===== src/rtl/move_scheduler_if.sv =====
// Game-FSM side of the move scheduler: board (re)start request, move request
// and the per-move result. The game FSM is the master, the scheduler the slave.
interface move_scheduler_if;
  logic       start_game;
  logic       move_req;
  logic [6:0] move_addr;
  logic       player;
  logic       move_ack;
  logic       move_valid_o;
  logic [7:0] valid_mask_o;
  logic       timeout_o;
  logic       busy_o;

  modport master (
    output start_game, move_req, move_addr, player,
    input  move_ack, move_valid_o, valid_mask_o, timeout_o, busy_o
  );

  modport slave (
    input  start_game, move_req, move_addr, player,
    output move_ack, move_valid_o, valid_mask_o, timeout_o, busy_o
  );
endinterface


===== src/rtl/move_scheduler.sv =====
// Top-level sequencer for the gameboard RAM and the move validator.
// Kicks the board initializer, then owns RAM port selection. Each move request
// runs the validator once per direction (8 passes) and collects a capture mask.
module move_scheduler #(
  parameter int ROW_STRIDE = 10,
  parameter int CELLS      = 100,
  parameter int TIMEOUT    = 255
) (
  input  logic             clock,
  input  logic             reset,
  move_scheduler_if.slave  game,
  output logic             init_start_o,
  input  logic             init_done_i,
  output logic [6:0]       v_addr_o,
  output logic             v_player_o,
  output logic [4:0]       v_step_o,
  output logic             v_ld_o,
  output logic             v_en_o,
  input  logic             v_dir_status_i,
  input  logic             v_done_i,
  input  logic [6:0]       i_addr,
  input  logic [1:0]       i_data,
  input  logic             i_wren,
  input  logic [6:0]       v_addr,
  input  logic [1:0]       v_data,
  input  logic             v_wren,
  output logic [6:0]       ram_addr,
  output logic [1:0]       ram_data,
  output logic             ram_wren
);

  localparam int              CNT_W      = $clog2(TIMEOUT + 1);
  localparam logic [CNT_W-1:0] CNT_LAST  = CNT_W'(TIMEOUT - 1);
  localparam logic [6:0]      CELL_LIMIT = 7'(CELLS);

  typedef enum logic [2:0] {
    S_IDLE, S_INIT, S_WAIT_MOVE, S_LOAD, S_RUN, S_NEXT, S_REPORT
  } state_t;

  typedef enum logic [1:0] {OWN_NONE, OWN_INIT, OWN_VAL} owner_t;

  state_t           state, state_next;
  owner_t           owner, owner_next;
  logic [2:0]       dir_idx;
  logic [CNT_W-1:0] cyc_cnt;
  logic [7:0]       mask;
  logic             timeout_q;
  logic [6:0]       addr_q;
  logic             player_q;
  logic             run_end;

  // Step for each direction in fixed order: +1, -1, +R, -R, +R+1, -R-1, +R-1, -R+1.
  function automatic logic [4:0] step_of(input logic [2:0] dir);
    logic [4:0] step;
    case (dir)
      3'd0:    step = 5'(1);
      3'd1:    step = 5'(-1);
      3'd2:    step = 5'(ROW_STRIDE);
      3'd3:    step = 5'(-ROW_STRIDE);
      3'd4:    step = 5'(ROW_STRIDE + 1);
      3'd5:    step = 5'(-ROW_STRIDE - 1);
      3'd6:    step = 5'(ROW_STRIDE - 1);
      default: step = 5'(-ROW_STRIDE + 1);
    endcase
    return step;
  endfunction

  // A pass ends when the validator finishes or the cycle budget runs out.
  assign run_end = v_done_i || (cyc_cnt == CNT_LAST);

  // State and RAM-owner registers; owner tracks the state being entered.
  // NOTE: sequential state uses non-blocking (<=) so every register samples pre-edge values.
  always_ff @(posedge clock or posedge reset) begin
    if (reset) begin
      state <= S_IDLE;
      owner <= OWN_NONE;
    end else begin
      state <= state_next;
      owner <= owner_next;
    end
  end

  // Next-state logic and the RAM owner implied by the next state.
  // NOTE: defaults first so every path assigns every output and no latch is inferred.
  always_comb begin
    state_next = state;
    owner_next = OWN_NONE;
    case (state)
      S_IDLE:      if (game.start_game) state_next = S_INIT;
      S_INIT:      if (init_done_i) state_next = S_WAIT_MOVE;
      S_WAIT_MOVE: begin
        if (game.start_game)
          state_next = S_INIT;
        else if (game.move_req)
          state_next = (game.move_addr < CELL_LIMIT) ? S_LOAD : S_REPORT;
      end
      S_LOAD:      state_next = S_RUN;
      S_RUN:       if (run_end) state_next = S_NEXT;
      S_NEXT:      state_next = (dir_idx == 3'd7) ? S_REPORT : S_LOAD;
      S_REPORT:    state_next = S_WAIT_MOVE;
      default:     state_next = S_IDLE;
    endcase
    case (state_next)
      S_INIT:                           owner_next = OWN_INIT;
      S_LOAD, S_RUN, S_NEXT, S_REPORT:  owner_next = OWN_VAL;
      default:                          owner_next = OWN_NONE;
    endcase
  end

  // Per-move datapath: latched request, direction index, pass counter, result mask.
  always_ff @(posedge clock or posedge reset) begin
    if (reset) begin
      addr_q    <= '0;
      player_q  <= 1'b0;
      mask      <= '0;
      timeout_q <= 1'b0;
      dir_idx   <= '0;
      cyc_cnt   <= '0;
    end else begin
      case (state)
        S_WAIT_MOVE: begin
          if (game.move_req && !game.start_game) begin
            addr_q    <= game.move_addr;
            player_q  <= game.player;
            mask      <= '0;
            timeout_q <= 1'b0;
            dir_idx   <= '0;
          end
        end
        S_LOAD: cyc_cnt <= '0;
        S_RUN: begin
          if (v_done_i) begin
            mask[dir_idx] <= v_dir_status_i;
          end else if (cyc_cnt == CNT_LAST) begin
            mask[dir_idx] <= 1'b0;
            timeout_q     <= 1'b1;
          end else begin
            cyc_cnt <= cyc_cnt + CNT_W'(1);
          end
        end
        S_NEXT: if (dir_idx != 3'd7) dir_idx <= dir_idx + 3'd1;
        default: ;
      endcase
    end
  end

  assign init_start_o      = (state == S_INIT);
  assign v_ld_o            = (state == S_LOAD);
  assign v_en_o            = (state == S_RUN);
  assign v_step_o          = (state inside {S_LOAD, S_RUN, S_NEXT}) ? step_of(dir_idx) : 5'd0;
  assign v_addr_o          = addr_q;
  assign v_player_o        = player_q;
  assign game.move_ack     = (state == S_REPORT);
  assign game.move_valid_o = (state == S_REPORT) && (|mask);
  assign game.valid_mask_o = mask;
  assign game.timeout_o    = timeout_q;
  assign game.busy_o       = !(state inside {S_IDLE, S_WAIT_MOVE});

  // RAM port mux: only the registered owner's write enable can reach the RAM.
  always_comb begin
    ram_addr = v_addr;
    ram_data = 2'd0;
    ram_wren = 1'b0;
    case (owner)
      OWN_INIT: begin
        ram_addr = i_addr;
        ram_data = i_data;
        ram_wren = i_wren;
      end
      OWN_VAL: begin
        ram_addr = v_addr;
        ram_data = v_data;
        ram_wren = v_wren;
      end
      default: ;
    endcase
  end

endmodule


===== src/flat_wrapper.sv =====
// flat-port wrapper written by rule: the top's interface ports become plain ports
module move_scheduler_flat 
#(
  parameter int ROW_STRIDE = 10,
  parameter int CELLS      = 100,
  parameter int TIMEOUT    = 255
)
  (clock, reset, init_start_o, init_done_i, v_addr_o, v_player_o, v_step_o, v_ld_o, v_en_o, v_dir_status_i, v_done_i, i_addr, i_data, i_wren, v_addr, v_data, v_wren, ram_addr, ram_data, ram_wren, game_start_game, game_move_req, game_move_addr, game_player, game_move_ack, game_move_valid_o, game_valid_mask_o, game_timeout_o, game_busy_o);
  move_scheduler_if game_i ();
  input  logic clock;
  input  logic reset;
  output logic init_start_o;
  input  logic init_done_i;
  output logic [6:0] v_addr_o;
  output logic v_player_o;
  output logic [4:0] v_step_o;
  output logic v_ld_o;
  output logic v_en_o;
  input  logic v_dir_status_i;
  input  logic v_done_i;
  input  logic [6:0] i_addr;
  input  logic [1:0] i_data;
  input  logic i_wren;
  input  logic [6:0] v_addr;
  input  logic [1:0] v_data;
  input  logic v_wren;
  output logic [6:0] ram_addr;
  output logic [1:0] ram_data;
  output logic ram_wren;
  input wire logic [$bits(game_i.start_game)-1:0] game_start_game;
  input wire logic [$bits(game_i.move_req)-1:0] game_move_req;
  input wire logic [$bits(game_i.move_addr)-1:0] game_move_addr;
  input wire logic [$bits(game_i.player)-1:0] game_player;
  output wire logic [$bits(game_i.move_ack)-1:0] game_move_ack;
  output wire logic [$bits(game_i.move_valid_o)-1:0] game_move_valid_o;
  output wire logic [$bits(game_i.valid_mask_o)-1:0] game_valid_mask_o;
  output wire logic [$bits(game_i.timeout_o)-1:0] game_timeout_o;
  output wire logic [$bits(game_i.busy_o)-1:0] game_busy_o;
  assign game_i.start_game = game_start_game;
  assign game_i.move_req = game_move_req;
  assign game_i.move_addr = game_move_addr;
  assign game_i.player = game_player;
  assign game_move_ack = game_i.move_ack;
  assign game_move_valid_o = game_i.move_valid_o;
  assign game_valid_mask_o = game_i.valid_mask_o;
  assign game_timeout_o = game_i.timeout_o;
  assign game_busy_o = game_i.busy_o;
  move_scheduler #(.ROW_STRIDE(ROW_STRIDE), .CELLS(CELLS), .TIMEOUT(TIMEOUT)) u_core (.clock(clock), .reset(reset), .game(game_i), .init_start_o(init_start_o), .init_done_i(init_done_i), .v_addr_o(v_addr_o), .v_player_o(v_player_o), .v_step_o(v_step_o), .v_ld_o(v_ld_o), .v_en_o(v_en_o), .v_dir_status_i(v_dir_status_i), .v_done_i(v_done_i), .i_addr(i_addr), .i_data(i_data), .i_wren(i_wren), .v_addr(v_addr), .v_data(v_data), .v_wren(v_wren), .ram_addr(ram_addr), .ram_data(ram_data), .ram_wren(ram_wren));
endmodule

===== config.mk =====
export PLATFORM = sky130hd
export DESIGN_NAME = move_scheduler_flat
export DESIGN_NICKNAME = d
export VERILOG_FILES = /design/src/rtl/move_scheduler_if.sv /design/src/rtl/move_scheduler.sv /design/src/flat_wrapper.sv
export SDC_FILE = /design/constraint.sdc
export NUM_CORES = 1
export LEC_CHECK = 0
export ABC_CLOCK_PERIOD_IN_PS = 2000
export CAP_MARGIN = 0
export CORE_MARGIN = 4
export CORE_UTILIZATION = 45
export CTS_CLUSTER_DIAMETER = 120
export CTS_CLUSTER_SIZE = 40
export DETAILED_ROUTE_END_ITERATION = 8
export GPL_ROUTABILITY_DRIVEN = 0
export PLACE_DENSITY = 0.91
export SLEW_MARGIN = 20
export SYNTH_ARGS = -nofsm -noshare
export SYNTH_HDL_FRONTEND = slang
export SYNTH_SLANG_ARGS = --single-unit

===== constraint.sdc =====
create_clock -name clock -period 2 [get_ports clock]
set_input_delay 0.4 -clock clock [delete_from_list [all_inputs] [get_ports clock]]
set_output_delay 0.4 -clock clock [all_outputs]
set_load 0.01 [all_outputs]

# == Yosys cells after proc, flatten, opt, wreduce, memory -nomap -nowiden ==
# Index checks and enable logic that the tools add are counted.
# classes
add_sub_neg,2
order_cmp,3
eq_ne,28
mux,31
n_bitwise,2
reduce_logical,20
# op_table
operator,count
$mux 8,5
$pmux 5 s7,1
$pmux 8 s2,2
$eq 3x3->1 const B,10
$mux 3,9
$pmux 3 s7,1
$eq 3x2->1 const B,5
$eq 3x1->1 const B,3
$reduce_and 3->1,3
$add 8x1->8 const B,1
$and 8x8->8,1
$bwmux 8,1
$eq 8x8->1 const B,1
$not 8->8,1
$pmux 2 s2,2
$reduce_bool 2->1,4
$reduce_or 8->1,1
$lt 7x7->1 const B,1
$mux 7,1
$logic_not 3->1,2
$ne 2x1->1 const B,3
$pmux 3 s2,1
$mux 5,1
$lt 3x4->1 const B,1
other kinds (17),25
# word_totals
reg_bits,33
inputBits,35
out_inout_bits,38
word_cells,94

# == Depth between registers and ports, before layout ==
# logic_depth
word_depth,9
mapped_depth,7
depth_no_buf,6

# == Worst setup path before layout ==
# OpenSTA, ideal clock, no wires.
# synth_path
kind,register -> output
startpoint,register u_core.state[0]
endpoint,output port v_step_o[4]
t_arrival_ns,1.461
required_ns,1.600
path_slack_ns,0.139
stages_incl_launch_ff,7
path_buffers,2
path_cell_list,dfrtp_1 buf_2 nand3b_1 clkinv_1 nor2_1 nor2_1 buf_4
# synth_between
elab_chain_cells,3
elab_cells_between_ends,5
cone_classes,eq/ne (3); mux (1); reduce/logical (1)
# synth_rtl
element,line,text
from (decl),move_scheduler.sv:42,"state_t state, state_next;"
from (signal assigned),move_scheduler.sv:78,state <= state_next;
$eq 3x2->1,-,
via v_ld_o,flat_wrapper.sv:17,output logic v_ld_o;
$reduce_bool 3->1,move_scheduler.sv:150,"assign v_step_o = (state inside {S_LOAD, S_RUN, S_NEXT}) ? step_of(dir_idx) : 5'd0;"
$mux 5,move_scheduler.sv:150,
to (decl),flat_wrapper.sv:16,output logic [4:0] v_step_o;
# The timed path passes the listed nets, and every way through them passes these cells.

# == Worst setup path after layout ==
# layout_path
startpoint,register u_core.dir_idx[1]
endpoint,output port v_step_o[3]
# layout_between
elab_chain_cells,3
elab_cells_between_ends,9
cone_classes,eq/ne (6); mux (2); reduce/logical (1)
# layout_rtl
element,line,text
from (decl),move_scheduler.sv:44,logic [2:0] dir_idx;
from (signal assigned),move_scheduler.sv:141,S_NEXT: if (dir_idx != 3'd7) dir_idx <= dir_idx + 3'd1;
$eq 3x3->1 (tied with other cells),move_scheduler.sv:55,case (dir)
$pmux 5 s7 *,move_scheduler.sv:55,
$mux 5 *,move_scheduler.sv:150,
# Mark *: on every way between the ends. The rest lies on a longest branch, timed or not.

==> results by group <==
Synth
  – Synth Area in Simple Gates: approximately a quarter
  – Mean post-synth cell area: approximately 9.4 um2
  – Post-Synthesis Cells: about 210
  – Sequential area share after synthesis: between 40 and 50%
  – Synth area leader: dfrtp_1
  – Post-synth top cells: 33 x dfrtp_1, 33 x nand2_1, 16 x nor2_1
  – Main combinational cell family by area after synthesis: simple AND/OR/NAND/NOR gates
  – Multiplexer area fraction after synthesis: around 3.9%
  – Compound-Gate Fraction of Synth Area: 17.6%
  – Post-synth ARST share: 100%
  – Post-synth top area share: ~41%
  – Synth unique cells: 52
  – Number of warnings issued by yosys: 0
  – Xor and xnor area share after synthesis: between 1 and 1.5%
  – Dominant cells by area after synthesis: dfrtp_1 41%, nand2_1 6.1%, ha_1 5.6%
  – Syn_nets: roughly 260
  – Number of synthesized flops with an enable pin: 0
  – #FFs+latches synth: 33
  – Ys flop type: dfrtp_1
  – Synth Area in Adders: around 5.6%
  – Post-Syn Area: ~2000 um2

Flow run
  – Max cap viols: 0

Layout
  – ANT cells: 0
  – Area growth syn-to-layout: 51.5%
  – Footprint of the multi-input gates: between 1000 and 1500 um2
  – Layout cells sized above 1: a little over a quarter
  – Design area: about 3000 um2
  – Register Area: 828 um2
  – Fillers: 330
  – Nets: 355
  – Fin cells: about 360

Setup path
  – Top cell family by delay on the critical path: flip-flops
  – Crit path buf inv count: 2
  – Crit path launch type: flop
  – Critical path class: reg2out
  – Worst Path Required: ~1600 ps
  – Crit-path max FO: 5
  – Crit end category: output port
  – Crit-path max cell delay: 420 ps
  – CP max-delay cell: dfrtp_1
  – Worst path cell trace: inv_2, ha_2, nand2_1, a221oi_2, buf_2
  – CP arrival: ~1600 ps

CTS
  – H-tree levels: 2
  – Max Root-Sink Buffers: 2
  – Worst-path clk slew: 70 ps
  – CTS tree: built
  – CTS buffer count: 5
  – TritonCTS Sinks: 33
  – Clock latency on the worst-skew pair: approximately 280 ps
  – CTS Hold Bufs: 0
  – CTS root buf: clkbuf_8

Placement
  – Port Buffer Count: between 70 and 80
  – Placed cells: 350
  – Cell Area, Placed: ~2900 um2
  – DP HPWL: roughly 4.2 mm

Floorplan
  – Core area: 4350 um2
  – Die area: 5610 um2
  – Die height: about 75 um
  – Row cnt: 24
  – Initial Utilization: 46.3%
  – Ports: between 70 and 80
  – Die X: around 75 um

STA
  – Final Hold Fails: 0
  – Setup violations, final: 0
  – Min cycle time layout: roughly 2000 ps
  – Skew final: approximately 4.8 ps
  – Fmax: 0.509 GHz
  – Tightest Pin Transition: approximately 460 ps
  – Tcrit/Tclk final: a little over nine tenths
  – Max Slew Vio Count: 0
  – RSZ-0062 raised after global routing: true
  – Slew headroom: between 60 and 70%

GRT
  – Pin count of the biggest net entering global routing: 34
  – Remaining global-route overflow: 0
  – Global-route wire length before repair: roughly 8.7 mm
  – Global-route usage over all layers: between 20% and 30%
  – Number of antenna violations at the first check in global routing: 0
  – Number of global-route vias before repair: between 1500 and 2000

Routing
  – Drt drc: 0
  – Met1 WL: approximately 2.4 mm
  – WL/cell: between 15 and 20 um
  – Final ANT Viol Nets: 0
  – Met2 WL: ~2.7 mm
  – WL met3: 515 um
  – DR vias/cell: 5.56
  – First DRT Iteration DRCs: approximately 90
  – DRT Wirelength: between 5 and 6 mm
  – 1st-pass router iterations: 4
  – Vias: 2023
  – Top sig layer: met4

Power and ir drop
  – Max VDD drop: approximately 0.8 mV
  – Leak: about 1.4 nW
  – Total Power: 3.89 mW
  – Cell Pwr Density: between 1000 and 1500 nW/um2

Outcome
  – Status: completed

Worst hold path
  – Hold WC Path Type: reg2reg
## final cells by class
class	instances	area share, %
clock buffers	6	2.38
clock inverters	2	0.328
inverters	11	1.52
multi-input cells	160	38.1
flip-flops and latches	33	27.1
well taps	52	2.13
repair buffers	100	28.4
## cells by family (layout without fill, tap and decap cells)
| group | Yosys count | count (layout) |
|---|---|---|
| compound gates | 48 | 48 |
| xor+xnor | 3 | 3 |
| fa+ha+maj | 9 | 9 |
| buf+inv | 21 | 119 |
| flops | 33 | 33 |
| mux | 7 | 7 |
| simple gates | 93 | 93 |
## sequential cells by signal (all words and copies together), names as in the netlist
signal	cells
u_core.cyc_cnt	8
u_core.dir_idx	3
u_core.game.timeout_o	1
u_core.game.valid_mask_o	8
u_core.owner	2
u_core.state	3
u_core.v_addr_o	7
u_core.v_player_o	1
## worst paths after layout
check	start	endpoint	slack, ps	depth (start not counted)
max in group asynchronous	reset	u_core.state[1]$_DFF_PP0_	1160	3
setup reg to reg	u_core.state[1]$_DFF_PP0_	u_core.cyc_cnt[4]$_DFFE_PP0P_	130	9
hold reg to reg	u_core.v_addr_o[6]$_DFFE_PP0P_	u_core.v_addr_o[6]$_DFFE_PP0P_	490	2
hold / removal	u_core.v_addr_o[6]$_DFFE_PP0P_	u_core.v_addr_o[6]$_DFFE_PP0P_	490	2
setup / recovery	u_core.dir_idx[1]$_DFFE_PP0P_	v_step_o[3]	40	5
min in group asynchronous	reset	u_core.cyc_cnt[4]$_DFFE_PP0P_	500	3
## through the flow
stage               hold WS (ps)  setup WS, ps  TNS [ps]  util [%]
finish                       487          36.3         0      70.1
floorplan                    469           139         0         -
global route                 516         -78.2      -154      70.1
CTS                          489         -54.1      -228      68.9
detailed placement           466          -169      -437      66.8
global placement             468         -92.0      -198      66.8
## layout by cell type, fill, tap and decap left out, types with 3 or more instances in the layout
cell type / Yosys / routed
clkdlybuf4s50_1: 0 / 52
nand2_1: 33 / 33
dfrtp_1: 33 / 31
buf_4: 2 / 26
nor2_1: 16 / 14
o21ai_0: 12 / 12
nand3_1: 9 / 9
dlygate4sd2_1: 0 / 8
inv_1: 9 / 7
mux2_2: 7 / 7
or3_1: 6 / 6
clkbuf_2: 0 / 6
buf_2: 4 / 6
a21oi_1: 5 / 5
clkbuf_8: 0 / 5
or2_2: 4 / 4
nand3b_1: 4 / 4
o211ai_1: 4 / 4
ha_1: 9 / 4
nand2b_1: 3 / 3
nor3b_1: 3 / 3
o31ai_1: 3 / 3
o311ai_0: 3 / 3
a21o_1: 3 / 3
a22oi_1: 3 / 3
ha_2: 0 / 3
## worst min-delay path, delay by kind of cell (launching register included)
kind	cells	cell delay [ps]
and+or+nand+nor	2	100
DFF	1	350
## power by group
part / internal, mW / switching, mW
logic: 1.20 / 1.13
registers: 0.887 / 0.210
clock network: 0.241 / 0.235
## metal layers
| metal | GRT usage (%) | up-vias |
|---|---|---|
| li1 | - | 963 |
| met4 | 6.72 | 0 |
| met5 | 0 | - |
| met3 | 6.01 | 14 |
| met2 | 33.9 | 90 |
| met1 | 24.9 | 956 |
## what timing repair did
| action | 4_1_cts | 5_1_grt |
|---|---|---|
| setup endpoints to repair | 21 | 16 |
| setup buffers | 1 | 5 |
| pin swaps | 0 | 4 |
| gates resized for setup | 45 | 26 |
No activity file was read; power rests on OpenSTA's default activity.
